--- config.mk ---
export PLATFORM = sky130hd
export DESIGN_NAME = period_meter
export DESIGN_NICKNAME = d
export VERILOG_FILES = /design/src/rtl/period_meter_pkg.sv /design/src/rtl/edge_sync.sv /design/src/rtl/period_meter.sv
export VERILOG_INCLUDE_DIRS = /design/src /design/src/rtl
export SDC_FILE = /design/constraint.sdc
export NUM_CORES = 1
export LEC_CHECK = 0
export ABC_AREA = 1
export CAP_MARGIN = 10
export CORE_MARGIN = 5
export CORE_UTILIZATION = 31
export CTS_CLUSTER_DIAMETER = 150
export DETAILED_ROUTE_END_ITERATION = 6
export GPL_TIMING_DRIVEN = 0
export PLACE_DENSITY = 0.54
export SKIP_CTS_REPAIR_TIMING = 1
export SYNTH_ARGS = -nofsm -noshare
export SYNTH_HDL_FRONTEND = slang
export SYNTH_SLANG_ARGS = --single-unit
--- constraint.sdc ---
create_clock -name clk -period 1.94 [get_ports clk]
set_input_delay 0.485 -clock clk [delete_from_list [all_inputs] [get_ports clk]]
set_output_delay 0.485 -clock clk [all_outputs]
set_load 0.005 [all_outputs]
--- src/rtl/period_meter_defs.svh ---
// ============================================================================
//  period_meter_defs.svh
//  Shared definitions for the period meter: FSM state encodings and the
//  default parameter widths. Guarded so it can be included more than once.
//  Revision: 1.0
// ============================================================================
`default_nettype none

`ifndef PERIOD_METER_DEFS_SVH
`define PERIOD_METER_DEFS_SVH

`define PM_STATE_IDLE          2'd0
`define PM_STATE_ARM           2'd1
`define PM_STATE_MEASURE       2'd2

`define PM_COUNT_WIDTH_DEFAULT 16
`define PM_SYNC_STAGES_DEFAULT 2

`endif

`default_nettype wire

--- src/rtl/period_meter_pkg.sv ---
// ============================================================================
//  period_meter_pkg
//  Types and default widths shared by the period meter and its sub-module.
//  Revision: 1.0
// ============================================================================
`default_nettype none

`include "period_meter_defs.svh"

package period_meter_pkg;

  typedef enum logic [1:0] {
    ST_IDLE    = `PM_STATE_IDLE,
    ST_ARM     = `PM_STATE_ARM,
    ST_MEASURE = `PM_STATE_MEASURE
  } state_e;

  localparam int COUNT_WIDTH_DEFAULT = `PM_COUNT_WIDTH_DEFAULT;
  localparam int SYNC_STAGES_DEFAULT = `PM_SYNC_STAGES_DEFAULT;

endpackage

`default_nettype wire

--- src/rtl/edge_sync.sv ---
// ============================================================================
//  edge_sync
//  Multi-flop synchronizer followed by a registered rising-edge detector.
//  Ports:
//    clk  - clock
//    rst  - asynchronous active-high reset
//    in   - asynchronous input
//    rise - one-cycle pulse per rising edge of the synchronized input
//  Revision: 1.0
// ============================================================================
`default_nettype none

module edge_sync #(
  parameter int SYNC_STAGES = 2
) (
  input  logic clk,
  input  logic rst,
  input  logic in,
  output logic rise
);

  logic [SYNC_STAGES-1:0] sync_q, sync_d;
  logic                   prev_q, prev_d;
  logic                   rise_q, rise_d;

  always_comb begin
    sync_d = {sync_q[SYNC_STAGES-2:0], in};
    prev_d = sync_q[SYNC_STAGES-1];
    // Registered so the pulse is glitch-free and latency stays fixed.
    rise_d = sync_q[SYNC_STAGES-1] & ~prev_q;
  end

  always_ff @(posedge clk or posedge rst) begin
    if (rst) begin
      sync_q <= '0;
      prev_q <= 1'b0;
      rise_q <= 1'b0;
    end else begin
      sync_q <= sync_d;
      prev_q <= prev_d;
      rise_q <= rise_d;
    end
  end

  assign rise = rise_q;

endmodule

`default_nettype wire

--- src/rtl/period_meter.sv ---
// ============================================================================
//  period_meter
//  Measures the rising-edge-to-rising-edge period of an asynchronous signal
//  in clk cycles and hands each result out over a valid/ready handshake.
//  Ports:
//    clk, rst  - clock, asynchronous active-high reset
//    enable    - measurement running when high
//    sig_in    - asynchronous signal being measured
//    ready     - consumer accepts the result on ready & valid
//    period    - measured period (all ones when saturated)
//    saturated - true period was at least 2^COUNT_WIDTH-1 cycles
//    valid     - period/saturated hold an unaccepted result
//    overrun   - sticky: a completed measurement was dropped
//  Revision: 1.0
// ============================================================================
`default_nettype none

module period_meter
  import period_meter_pkg::*;
#(
  parameter int COUNT_WIDTH = COUNT_WIDTH_DEFAULT,
  parameter int SYNC_STAGES = SYNC_STAGES_DEFAULT
) (
  input  logic                   clk,
  input  logic                   rst,
  input  logic                   enable,
  input  logic                   sig_in,
  input  logic                   ready,
  output logic [COUNT_WIDTH-1:0] period,
  output logic                   saturated,
  output logic                   valid,
  output logic                   overrun
);

  localparam logic [COUNT_WIDTH-1:0] CNT_MAX = '1;
  localparam logic [COUNT_WIDTH-1:0] CNT_ONE = COUNT_WIDTH'(1);

  state_e                 state_q, state_d;
  logic [COUNT_WIDTH-1:0] count_q, count_d;
  logic [COUNT_WIDTH-1:0] period_q, period_d;
  logic                   sat_q, sat_d;
  logic                   valid_q, valid_d;
  logic                   overrun_q, overrun_d;
  logic                   rise;
  logic                   capture;
  logic                   accept;

  edge_sync #(
    .SYNC_STAGES (SYNC_STAGES)
  ) u_edge_sync (
    .clk  (clk),
    .rst  (rst),
    .in   (sig_in),
    .rise (rise)
  );

  // State register
  always_ff @(posedge clk or posedge rst) begin
    if (rst) state_q <= ST_IDLE;
    else     state_q <= state_d;
  end

  // Next-state logic
  always_comb begin
    state_d = state_q;
    if (!enable) begin
      state_d = ST_IDLE;
    end else begin
      case (state_q)
        ST_IDLE:    state_d = ST_ARM;
        ST_ARM:     if (rise) state_d = ST_MEASURE;
        ST_MEASURE: state_d = ST_MEASURE;
        default:    state_d = ST_IDLE;
      endcase
    end
  end

  // Counter, result capture and handshake
  always_comb begin
    capture   = enable && (state_q == ST_MEASURE) && rise;
    accept    = valid_q && ready;
    count_d   = count_q;
    period_d  = period_q;
    sat_d     = sat_q;
    valid_d   = valid_q;
    overrun_d = overrun_q;

    if (!enable || state_q == ST_IDLE) begin
      count_d = '0;
    end else if (state_q == ST_ARM) begin
      count_d = rise ? CNT_ONE : '0;
    end else if (rise) begin
      count_d = CNT_ONE;
    end else if (count_q != CNT_MAX) begin
      count_d = count_q + CNT_ONE;
    end

    if (capture) begin
      // A slot is free if nothing is pending or the pending result leaves now.
      if (!valid_q || accept) begin
        period_d = count_q;
        sat_d    = (count_q == CNT_MAX);
        valid_d  = 1'b1;
      end else begin
        overrun_d = 1'b1;
      end
    end else if (accept) begin
      valid_d = 1'b0;
    end
  end

  always_ff @(posedge clk or posedge rst) begin
    if (rst) begin
      count_q   <= '0;
      period_q  <= '0;
      sat_q     <= 1'b0;
      valid_q   <= 1'b0;
      overrun_q <= 1'b0;
    end else begin
      count_q   <= count_d;
      period_q  <= period_d;
      sat_q     <= sat_d;
      valid_q   <= valid_d;
      overrun_q <= overrun_d;
    end
  end

  assign period    = period_q;
  assign saturated = sat_q;
  assign valid     = valid_q;
  assign overrun   = overrun_q;

endmodule

`default_nettype wire

# After elaboration in Yosys (flattened, before gate mapping)
# Cells that the tools add are included.
word_totals:
  register_bits: 41
  latchBits: 0
  ramBits: 0
  rom_bits: 0
  in_bits: 5
  output_inout_bits: 19
  elab_cells: 43
  n_memories: 0
classes:
  addsub: 1
  multipliers: 0
  div_mod_pow: 0
  magnitude_cmp: 0
  eq_ne: 6
  shift: 0
  muxes: 11
  n_bitwise: 3
  reduce_logical: 13
ops:
  columns: ["op", "count"]
  rows:
  - ["$mux 16", 4]
  - ["$add 16x1->16 const B", 1]
  - ["$eq 16x16->1 const B", 1]
  - ["$ne 16x16->1 const B", 1]
  - ["$pmux 2 s3", 1]
  - ["$reduce_and 2->1", 3]
  - ["$mux 1", 4]
  - ["$mux 2", 2]
  - ["$reduce_bool 4->1", 1]
  - ["$logic_and 1x1->1", 3]
  - ["$ne 3x2->1 const B", 1]
  - ["$eq 2x1->1 const B", 1]
  - ["$eq 2x2->1 const B", 1]
  - ["$logic_not 1->1", 2]
  - ["$logic_not 2->1", 1]
  - ["$logic_or 1x1->1", 2]
  - ["$ne 2x1->1 const B", 1]
  - ["$not 1->1", 2]
  - ["$reduce_bool 2->1", 1]
  - ["$and 1x1->1", 1]

# Longest topological paths before layout
depth:
  ltp_word: 5
  ltp_mapped: 10

# Modules after synthesis
# A second synthesis with hierarchy kept.
unflattened:
  cells_unflattened: 225
  area_unflattened_um2: 1929.4
by_module_without_submodules:
  columns: ["mod", "n_inst", "cells_per_inst", "area_each_um2"]
  rows:
  - ["period_meter", 1, 218, 1815.5]
  - ["edge_sync", 1, 7, 113.9]

# Worst setup path before layout
# No wires, ideal clock.
synth_timing:
  path_type: "register to register"
  start: "register state_q[0]"
  end: "register count_q[0]"
  setup_ns: 0.127
  t_arrival_ns: 1.296
  slack_ns: 0.518
  path_stages_with_launch: 9
  n_path_buf: 0
  path_cell_list: "dfrtp_1 -> inv_1 -> ha_1 -> nor2_2 -> nand3_4 -> inv_2 -> nand3_1 -> nand3_1 -> o21ai_0"
synth_via:
  elab_chain_cells: 3
synth_rtl:
  columns: ["item", "line_no", "text"]
  rows:
  - ["start, declared", "period_meter.sv:38", "state_e state_q, state_d;"]
  - ["start signal, assigned", "period_meter.sv:60", "else state_q <= state_d;"]
  - ["$eq 2x1->1 or $logic_not 2->1 (tied branches)", "period_meter.sv:90, period_meter.sv:88", null]
  - ["$mux 16 or $logic_or 1x1->1 (tied branches)", "period_meter.sv:90, period_meter.sv:88", null]
  - ["$mux 16 or $reduce_bool 4->1 (tied branches)", null, null]
  - ["end signal, assigned", "period_meter.sv:120", "count_q <= count_d;"]
  - ["end, declared", "period_meter.sv:39", "logic [COUNT_WIDTH-1:0] count_q, count_d;"]
# Several ways; a longest one is shown, not always the timed one.
# A chain may end at the register's enable or synchronous reset.

# Worst setup path in the final report
layout_timing:
  start: "input port enable"
  end: "register count_q[15]"
layout_via:
  elab_chain_cells: 3
layout_rtl:
  columns: ["item", "line_no", "text"]
  rows:
  - ["start, declared", "period_meter.sv:26", "input logic enable,"]
  - ["$logic_not 1->1 (*)", "period_meter.sv:88", "if (!enable || state_q == ST_IDLE) begin"]
  - ["$logic_or 1x1->1 (*)", "period_meter.sv:88", null]
  - ["$reduce_bool 4->1 (no line) or $mux 16 (tied branches)", null, null]
# Every way passes the cells marked *; elsewhere a longest branch is shown, timed or not.

==> flow_summary_export.csv <==
group,metric,value,unit
run,cap_violations,0,
synthesis,netlist_area,1890,µm²
global_routing,grt_overflow,0,
detailed_routing,wirelength,3680,µm
clock_tree,cts_tree,"yes",
worst_setup_path,worst-setup-path-type,"input port to flop",
worst_hold_path,holdCritStartpoint,"u_edge_sync.sync_q[0]",
cells_and_area,final_cell_mix,"41 x dfrtp_1, 38 x nand2_1, 28 x nor2_1, 23 x clkdlybuf4s50_1, 22 x inv_1",
pwr,powerDensity,842,nW/µm²
worst_setup_path,cp-end-kind,"flop",
worst_setup_path,worstPathRequired,2.17,ns
synthesis,ys_ff_latch,41,
cells_and_area,layout_commonest_cell,"dfrtp_1",
timing,tightestPinTransition,0.861,ns
detailed_routing,routedWlPerCell,11.7,µm
floorplanning,die_area,7770,µm²
timing,setup-violations-final,0,
pwr,ir_drop,0.385,mV
worst_setup_path,path_max_fanout,10,
timing,tns,0,ns
detailed_routing,drcViolationCount,0,
timing,slew_violations,0,
synthesis,synth_fp_nets,219,
floorplanning,dieWidth,88.1,µm
clock_tree,clock_latency,0.30,ns
cells_and_area,nets,249,
placement,io_buffers,23,
synthesis,ys_warn_count,0,
global_routing,grt_max_degree,42,
detailed_routing,via_count,1414,
global_routing,antenna_found_initial,0,
synthesis,synth_cells,210,
floorplanning,core,5920,µm²
worst_setup_path,worstSetupStartpoint,"enable",
clock_tree,cts_made_buffers,5,
timing,finalHoldViolCount,0,
detailed_routing,postRouteAntennaNets,0,
synthesis,ys_types,24,
synthesis,synthFlopType,"dfrtp_1",
floorplanning,start_util,32.0,%
clock_tree,clk_pin_slew_worst_paths,0.08,ns
global_routing,grt_pass1_vias,1408,
cells_and_area,syn2layout_area_growth,21.9,%
clock_tree,htree_levels,2,
floorplanning,rows,28,
detailed_routing,via_per_inst,4.47,
cells_and_area,diodes,0,
timing,min_period,1.78,ns
pwr,power,1.94,mW
worst_hold_path,hp-class,"flop to flop",
timing,finClkSkew,0.00959,ns
global_routing,grt_pass1_wl,6760,µm
synthesis,seq_area_frac_synth,54.2,%
synthesis,synth_edf_count,0,
floorplanning,die-height,88.1,µm
placement,dp.cells,308,
placement,gp_congestion,0.831,
timing,relSlewSlack,42.5,%
synthesis,ys_async_sr_fraction,100,%
synthesis,syn_avg_cell_area,9.01,µm²
clock_tree,cts_max_path_buffers,2,
clock_tree,cts.sink_count,41,
worst_setup_path,r2r_start,"state_q[0]",
worst_setup_path,start_kind,"input port",
detailed_routing,drt-initial-drc-count,81,
timing,rsz0062_at_grt,"no",
cells_and_area,instances_no_fill,316,
timing,post-route-period-util,91.5,%
cells_and_area,utilization,39.0,%
global_routing,grtUsageTotal,11.3,%
timing,fmax,563,MHz
outcome,outcome,"complete, no violations",
clock_tree,root_buffer,"clkbuf_8",
placement,dp_hpwl,2660,µm
pwr,p_leak,1.01,nW
detailed_routing,dr.pass1.iters,4,
cells_and_area,drive_gt1_share,14.9,%
worst_setup_path,cp.arrival,2.01,ns
floorplanning,ios,24,
==> state kept, by name, indices dropped and copies added, names as in the netlist <==
register            count
count_q                16
period                 16
state_q                 2
u_edge_sync.sync_q      2
overrun                 1
saturated               1
u_edge_sync.prev_q      1
u_edge_sync.rise        1
valid                   1
==> cell usage after synthesis (2+ instances only) <==
master	n	share of area, %
nor2_4	2	1.2
nand2_1	38	7.5
inv_1	23	4.6
o21ai_0	18	4.8
clkbuf_1	2	0.40
nor2_2	3	0.99
nand3_2	2	1.1
ha_1	4	2.6
nor3_1	3	0.79
nand2_2	5	1.7
o21ai_1	3	0.79
inv_2	4	0.79
nor2_1	28	5.6
nand3_1	17	4.5
dfrtp_1	41	54
mux2_2	7	4.2
a21oi_1	2	0.53
a31oi_1	2	0.66
==> critical path, stage by stage <==
cell             delay, ns
clkdlybuf4s50_1       0.53
inv_2                 0.06
nor2_2                0.15
nand3_4               0.17
inv_2                 0.19
nand3_2               0.17
nand3_1               0.11
nand2_1               0.05
nor2_1                0.09
==> layout make-up <==
cell class              count  area [µm²]
clock inverters             3        17.5
multi-input cells         139         752
flip-flops and latches     41        1030
fillers                   599        3610
inverters                  27         101
plain buffers               3        18.8
clock buffers               5        68.8
well taps                  75        93.8
repair buffers             23         230
==> through the flow <==
stage / cell area (µm²) / setup WS, ns / hold WS, ns
3_3_place_gp: 2220 / -0.393 / 0.332
5_1_grt: 2310 / 0.0443 / 0.371
6_report: 2310 / 0.165 / 0.358
4_1_cts: 2300 / 0.0557 / 0.363
2_1_floorplan: 1890 / 0.509 / 0.331
3_5_place_dp: 2220 / -0.255 / 0.344
==> power by group <==
part           leakage, nW  total (mW)  switching (mW)  internal (mW)
registers            0.555        1.01          0.0556          0.950
clock network       0.0439       0.544           0.296          0.248
logic                0.415       0.395           0.194          0.201
total                 1.01        1.94           0.545           1.40
==> cell families after synthesis <==
group	share of synthesized area (%)
buffers and inverters	6.34
adders and majority gates	2.64
muxes	4.16
DFF	54.2
AOI/OAI and AO/OA	7.14
and+or+nand+nor	25.5
==> routing by layer <==
layer  track usage (%)  up-vias  part of all wire (%)
li1                  -      732                     -
met1              15.7      642                    51
met2              16.4       33                    40
met3              3.48        7                   6.5
met4              4.53        0                   2.0
met5                 0        -                     0
==> path summary, 6_finish.rpt <==
path	endpoint	slack, ns	depth (start not counted)
min in group asynchronous	u_edge_sync.sync_q[1]	0.68	2
max in group asynchronous	period[5]	0.71	2
worst max-delay path	count_q[15]	0.16	9
worst min-delay path	u_edge_sync.sync_q[1]	0.36	0
worst max register to register	count_q[15]	0.25	9
worst min register to register	u_edge_sync.sync_q[1]	0.36	0
Power figures use the tool's default switching activity.
